File: config.mk
export PLATFORM = sky130hd
export DESIGN_NAME = ucode_loader
export DESIGN_NICKNAME = d
export VERILOG_FILES = /design/src/rtl/ucode_loader_pkg.sv /design/src/rtl/ucode_word_assembler.sv /design/src/rtl/ucode_loader.sv
export SDC_FILE = /design/constraint.sdc
export NUM_CORES = 1
export LEC_CHECK = 0
export BUFFER_PORTS_ARGS = -buffer_cell sky130_fd_sc_hd__buf_4
export CAP_MARGIN = 40
export CORE_MARGIN = 2
export CORE_UTILIZATION = 55
export DETAILED_ROUTE_END_ITERATION = 12
export GPL_ROUTABILITY_DRIVEN = 1
export PLACE_DENSITY = 0.78
export SLEW_MARGIN = 10
export SYNTH_ARGS = -nofsm -noshare
export SYNTH_HDL_FRONTEND = slang
export SYNTH_SLANG_ARGS = --single-unit
File: constraint.sdc
create_clock -name clock -period 6.2 [get_ports clock]
set_input_delay 0.31 -clock clock [delete_from_list [all_inputs] [get_ports clock]]
set_output_delay 0.31 -clock clock [all_outputs]
set_load 0.02 [all_outputs]
File: src/rtl/ucode_loader_pkg.sv
// Shared definitions for the microcode loader: FSM state encoding, default store geometry
// and the bytes-per-word derivation.
package ucode_loader_pkg;

  localparam int UCODE_WORD_WIDTH = 56;
  localparam int UCODE_ADDR_WIDTH = 12;
  localparam int UCODE_CNT_WIDTH  = 16;

  typedef enum logic [2:0] {
    ST_IDLE,
    ST_CNT_HI,
    ST_CNT_LO,
    ST_DATA,
    ST_WRITE,
    ST_CHECK,
    ST_DONE,
    ST_ERROR
  } ld_state_t;

  function automatic int ucode_nbytes(input int width);
    return (width + 7) / 8;
  endfunction

endpackage

File: src/rtl/ucode_word_assembler.sv
// Byte-to-microword assembler: NBYTES-deep shift register, MS byte first, output truncated to
// WORD_WIDTH so the surplus top bits of the first byte fall away.
module ucode_word_assembler
  import ucode_loader_pkg::*;
#(
  parameter int WORD_WIDTH = UCODE_WORD_WIDTH,
  parameter int NBYTES     = ucode_nbytes(WORD_WIDTH)
) (
  input  logic                  clock,
  input  logic                  reset,
  input  logic                  clear,
  input  logic                  shift,
  input  logic [7:0]            in_data,
  output logic [WORD_WIDTH-1:0] word,
  output logic                  word_full
);

  localparam int CW = $clog2(NBYTES + 1);

  logic [NBYTES*8-1:0] shreg;
  logic [CW-1:0]       byte_cnt;

  always_ff @(posedge clock) begin
    if (!reset || clear) begin
      shreg    <= '0;
      byte_cnt <= '0;
    end else if (shift) begin
      shreg    <= (NBYTES*8)'({shreg, in_data});
      byte_cnt <= word_full ? '0 : byte_cnt + 1'b1;
    end
  end

  // Raised while the next shifted byte is the one that completes the word.
  assign word_full = (byte_cnt == CW'(NBYTES - 1));
  assign word      = shreg[WORD_WIDTH-1:0];

endmodule

File: src/rtl/ucode_loader.sv
// Microcode control-store writer: parses count/data/checksum from a byte stream, writes words
// at increasing addresses and releases the Sequencer only once the checksum matches.
//
// state   | meaning
// IDLE    | after reset, waiting for start
// CNT_HI  | accepting word-count high byte
// CNT_LO  | accepting word-count low byte, range check
// DATA    | accepting data bytes into the assembler and checksum
// WRITE   | one-cycle control-store write, in_ready low
// CHECK   | accepting checksum byte
// DONE    | image good, Sequencer released
// ERROR   | bad size or checksum, Sequencer held
module ucode_loader
  import ucode_loader_pkg::*;
#(
  parameter int WORD_WIDTH = UCODE_WORD_WIDTH,
  parameter int ADDR_WIDTH = UCODE_ADDR_WIDTH,
  parameter int NBYTES     = ucode_nbytes(WORD_WIDTH)
) (
  input  logic                  clock,
  input  logic                  reset,
  input  logic                  start,
  input  logic [7:0]            in_data,
  input  logic                  in_valid,
  output logic                  in_ready,
  output logic                  cs_we,
  output logic [ADDR_WIDTH-1:0] cs_addr,
  output logic [WORD_WIDTH-1:0] cs_wdata,
  output logic                  seq_hold,
  output logic                  done,
  output logic                  error
);

  localparam int IW = ADDR_WIDTH + 1;
  localparam logic [UCODE_CNT_WIDTH:0] MAX_WORDS = (UCODE_CNT_WIDTH+1)'(1) << ADDR_WIDTH;

  ld_state_t                  state;
  logic [UCODE_CNT_WIDTH-1:0] n_words;
  logic [UCODE_CNT_WIDTH-1:0] n_rx;
  logic [IW-1:0]              idx;
  logic [IW-1:0]              idx_nxt;
  logic [7:0]                 sum;
  logic                       xfer;
  logic                       armable;
  logic                       asm_clear;
  logic                       asm_shift;
  logic                       asm_last;

  assign xfer      = in_valid & in_ready;
  assign n_rx      = {n_words[15:8], in_data};
  assign idx_nxt   = idx + 1'b1;
  assign armable   = (state == ST_IDLE) || (state == ST_DONE) || (state == ST_ERROR);
  assign asm_clear = start && armable;
  assign asm_shift = xfer && (state == ST_DATA);

  ucode_word_assembler #(
    .WORD_WIDTH(WORD_WIDTH),
    .NBYTES    (NBYTES)
  ) u_asm (
    .clock    (clock),
    .reset    (reset),
    .clear    (asm_clear),
    .shift    (asm_shift),
    .in_data  (in_data),
    .word     (cs_wdata),
    .word_full(asm_last)
  );

  always_ff @(posedge clock) begin
    if (!reset) begin
      state    <= ST_IDLE;
      in_ready <= 1'b0;
      cs_we    <= 1'b0;
      cs_addr  <= '0;
      seq_hold <= 1'b1;
      done     <= 1'b0;
      error    <= 1'b0;
      n_words  <= '0;
      idx      <= '0;
      sum      <= '0;
    end else begin
      cs_we <= 1'b0;
      case (state)
        ST_IDLE, ST_DONE, ST_ERROR: begin
          if (start) begin
            state    <= ST_CNT_HI;
            in_ready <= 1'b1;
            done     <= 1'b0;
            error    <= 1'b0;
            seq_hold <= 1'b1;
            sum      <= '0;
            idx      <= '0;
            cs_addr  <= '0;
          end
        end
        ST_CNT_HI: begin
          if (xfer) begin
            n_words[15:8] <= in_data;
            state         <= ST_CNT_LO;
          end
        end
        ST_CNT_LO: begin
          if (xfer) begin
            n_words[7:0] <= in_data;
            if ({1'b0, n_rx} > MAX_WORDS) begin
              state    <= ST_ERROR;
              in_ready <= 1'b0;
              error    <= 1'b1;
            end else if (n_rx == '0) begin
              state <= ST_CHECK;
            end else begin
              state <= ST_DATA;
            end
          end
        end
        ST_DATA: begin
          if (xfer) begin
            sum <= sum + in_data;
            if (asm_last) begin
              state    <= ST_WRITE;
              in_ready <= 1'b0;
              cs_we    <= 1'b1;
              cs_addr  <= idx[ADDR_WIDTH-1:0];
            end
          end
        end
        ST_WRITE: begin
          idx      <= idx_nxt;
          in_ready <= 1'b1;
          // Index is one bit wider than the address so a full store reads as N, not 0.
          if (32'(idx_nxt) == 32'(n_words)) state <= ST_CHECK;
          else                              state <= ST_DATA;
        end
        ST_CHECK: begin
          if (xfer) begin
            in_ready <= 1'b0;
            if (in_data == sum) begin
              state    <= ST_DONE;
              done     <= 1'b1;
              seq_hold <= 1'b0;
            end else begin
              state    <= ST_ERROR;
              error    <= 1'b1;
              seq_hold <= 1'b1;
            end
          end
        end
        default: state <= ST_IDLE;
      endcase
    end
  end

endmodule

==> summary.txt <==
Status: finished clean
CTS max path bufs: 2
Number of stages on the worst hold path: 3
Clock tree skew after final layout: 7.91 ps
Maximum clock rate: 0.427 GHz
Setup slack of the most critical reg-to-reg path: 3860 ps
Number of global-route vias before repair: 4422
First-iteration detailed-routing DRC count: 400
Count of mapped cells out of synthesis: 657
Startpoint of the worst hold path: in_data[6]
Clock sink count: 116
Areal power density over the cells: 291 nW/µm²
I/O Pins: 85
Resized Gates After CTS: 0
Number of buffers inserted during clock tree synthesis: 17
Clk root buf: sky130_fd_sc_hd__clkbuf_8
Combinational group share of total power: 12.4%
Total Nets Final: 739
Area occupied by multi-input gates: 2820 µm²
Final routed DRC violation total: 0
Number of distinct library cells after synthesis: 59
Fraction of layout instances using a drive strength above 1: 18.1%
Largest net degree at the start of global routing: 69
Wire per inst: 15.4 µm
Capturing point of the worst reg2reg path: state[2]
Post-synthesis sequential element count: 116
Detailed Route WL: 13300 µm
Hpwl dp: 8840 µm
Number of antenna violations at the first check in global routing: 0
Stage delay of the slowest cell on the critical path: 470 ps
Type of the most critical hold path: in2reg
Setup violators final: 0
Max rail drop VDD: 0.151 mV
Area taken by flip-flops and latches: 2320 µm²
Path depth of the worst reg2reg path: 7
Final GP Congestion: 0.917
I/O Buffers: 84
Final min period: 2340 ps
Fill cell instance count of the final layout: 824
Sum of overflow across all layers after global routing: 0
Post-CTS Hold Fix Bufs: 0
Total inserted antenna cells: 0
Setup Total Neg Slack: 0 ps
Relative area change from synthesis to final layout: 22.2%
Critical Path, Cell by Cell: ha_1 -> nand4_1 -> nor2_1 -> xnor2_1 -> o21ai_1 -> a2111o_1 -> o2bb2ai_1
Critical path endpoint category: register
Max Cap Violations: 0
Worst-path clk slew: 60 ps
Reported net switching power: 562 µW
Clock tree from TritonCTS: yes
Share of the clock period used by the worst path after layout: 37.8%
Async SR Flop Fraction: 0%
Average footprint of a synthesized cell: 8.17 µm²
Register area share after synthesis: 43.3%
Mean number of vias per cell: 5.73
Type of the worst setup path: reg2reg
Worst Hold Path EP: u_asm.word[6]
Switching power share of the total: 29.5%
Number of nets produced by synthesis: 678
Crit-path max FO: 8
Die area: 10600 µm²
Part of the power in registers: 41.4%
Slew of the pin with the lowest slew margin: 891 ps
First-pass DRT Iterations: 5
Site row count: 36
# H-tree levels: 4
Initial Util: 55.7%
Kind of start point of the critical path: register
Reg2Reg Launch Point: idx[0]
Worst endpoint required time: 6660 ps
Standby leakage power: 2.53 nW
Antenna viol nets, final: 0
Setup repair after global routing missed its margin: false
Kind of cell adding the most delay to the critical path: simple AND/OR/NAND/NOR gates
Post-synth EDFFs: 0
Yosys warnings: 0
First-pass GRT wire length: 21200 µm
Relative contribution of the clock network to total power: 46.1%
Internal power component: 1.34 mW
All-Layer GR Usage: 25.5%
Die extent in x: 103 µm
Core region area: 9640 µm²
Number of vias in the routed layout: 4950
Relative slew slack: 40.4%
Arrival time worst endpoint: 2810 ps
Max Transition Viols Final: 0
Netlist area before placement: 5370 µm²
Post-route worst hold slack: 62.2 ps
Vertical die dimension: 103 µm
Number of hold-slack violations in the final timing report: 0
Number of buffers inserted by post-CTS setup repair: 0
Crit path max-delay cell type: sky130_fd_sc_hd__dfxtp_1
Clock insertion delay at the later pin of the skew report: 530 ps
Number of buffers and inverters on the critical path: 0
Dominant register cell in the synthesized netlist: sky130_fd_sc_hd__dfxtp_1
## power groups by stage
stage / logic [mW] / registers [mW] / clock network (mW)
finish: 0.237 / 0.790 / 0.880
global placement: 0.196 / 0.815 / 0
detailed placement: 0.227 / 0.805 / 0
CTS: 0.229 / 0.789 / 0.887
floorplan: 0.170 / 0.792 / 0
global route: 0.259 / 0.793 / 0.926
## routing by layer
layer / vias up / routed length [µm] / track usage [%]
li1: 2429 / - / -
met1: 2346 / 5830 / 35.3
met2: 154 / 6410 / 38.4
met3: 21 / 859 / 6.92
met4: 0 / 217 / 9.51
met5: - / 0 / 0
## cell families after synthesis
| logic type | share of synthesized area [%] |
|---|---|
| xor gates and xnor gates | 3.43 |
| AOI/OAI and AO/OA | 20.9 |
| adders and majority gates | 2.24 |
| and+or+nand+nor | 24.3 |
| DFF | 43.3 |
| muxes | 1.49 |
| buffers and inverters | 4.36 |
## cells in the final DEF (no fill, tap or decap), types with 16 or more instances in the layout
master                      synthesis  routed
sky130_fd_sc_hd__nor2_1            26      26
sky130_fd_sc_hd__a22oi_1           20      20
sky130_fd_sc_hd__a21oi_1           73      73
sky130_fd_sc_hd__buf_4              5      87
sky130_fd_sc_hd__clkbuf_16          0      16
sky130_fd_sc_hd__nor2b_1           31      31
sky130_fd_sc_hd__dfxtp_1          116     116
sky130_fd_sc_hd__nand2_1          141     140
sky130_fd_sc_hd__a21boi_0          19      19
sky130_fd_sc_hd__o21ai_0           33      33
## synthesized netlist by cell type, types with 3 or more instances
cell type | number | area share (%)
sky130_fd_sc_hd__nor4_1 | 5 | 0.58
sky130_fd_sc_hd__and3_1 | 9 | 1.0
sky130_fd_sc_hd__a22oi_1 | 20 | 2.8
sky130_fd_sc_hd__xnor2_1 | 12 | 2.0
sky130_fd_sc_hd__xor2_1 | 9 | 1.5
sky130_fd_sc_hd__inv_1 | 6 | 0.42
sky130_fd_sc_hd__a31oi_1 | 3 | 0.35
sky130_fd_sc_hd__nor2_1 | 26 | 1.8
sky130_fd_sc_hd__a21oi_1 | 73 | 6.8
sky130_fd_sc_hd__nand3b_1 | 3 | 0.42
sky130_fd_sc_hd__a21boi_0 | 19 | 2.7
sky130_fd_sc_hd__buf_2 | 13 | 1.2
sky130_fd_sc_hd__nor3_1 | 8 | 0.75
sky130_fd_sc_hd__ha_1 | 8 | 1.9
sky130_fd_sc_hd__dfxtp_1 | 116 | 43
sky130_fd_sc_hd__or3_1 | 4 | 0.47
sky130_fd_sc_hd__buf_4 | 5 | 0.70
sky130_fd_sc_hd__clkbuf_1 | 23 | 1.6
sky130_fd_sc_hd__buf_1 | 6 | 0.42
sky130_fd_sc_hd__mux2i_1 | 8 | 1.5
sky130_fd_sc_hd__nor2b_1 | 31 | 3.6
sky130_fd_sc_hd__a21o_1 | 3 | 0.42
sky130_fd_sc_hd__or4_1 | 3 | 0.42
sky130_fd_sc_hd__o211ai_1 | 4 | 0.56
sky130_fd_sc_hd__and2_1 | 12 | 1.4
sky130_fd_sc_hd__nand4_1 | 6 | 0.70
sky130_fd_sc_hd__nand4b_1 | 4 | 0.65
sky130_fd_sc_hd__o21ai_0 | 33 | 3.1
sky130_fd_sc_hd__nand3_1 | 6 | 0.56
sky130_fd_sc_hd__nand2_1 | 141 | 9.9
## stage by stage
step / area, µm² / std cells / util (%) / total power, mW / worst slack [ps]
after CTS: 6550 / 863 / 67.9 / 1.90 / 3880
after global placement: 5970 / 829 / 62.0 / 1.01 / 3690
final: 6560 / 864 / 68.0 / 1.91 / 3860
after global routing: 6560 / 864 / 68.0 / 1.98 / 3650
after detailed placement: 6010 / 831 / 62.3 / 1.03 / 3910
after floorplan: 5370 / 657 / - / 0.962 / 4200
## how the worst max path moves through the flow
stage             start       end  cells past startpoint
2_1_floorplan    idx[0]  state[2]                      8
3_3_place_gp   state[1]    idx[6]                      6
3_5_place_dp     idx[0]  state[2]                      7
4_1_cts          idx[0]  state[2]                      7
5_1_grt          idx[0]  state[1]                      7
6_report         idx[0]  state[2]                      7
## sequential cells by signal, summed over array words and instances (netlist names), 3 cells and up
register	cells
cs_addr	12
idx	13
n_words	16
state	3
sum	8
u_asm.byte_cnt	3
u_asm.word	56
## layout make-up
type	instances	share of cell area (%)
Multi-Input combinational cell	488	43.0
Inverter	6	0.344
Timing Repair Buffer	89	10.5
Clock inverter	15	1.89
Tap cell	133	2.54
Clock buffer	17	6.32
Sequential cell	116	35.4
## worst min-delay path, cell delays in order
cell and delay (ps):
sky130_fd_sc_hd__buf_4 130, sky130_fd_sc_hd__nand2_1 50, sky130_fd_sc_hd__a21oi_1 50
Power figures use the tool's default switching activity.
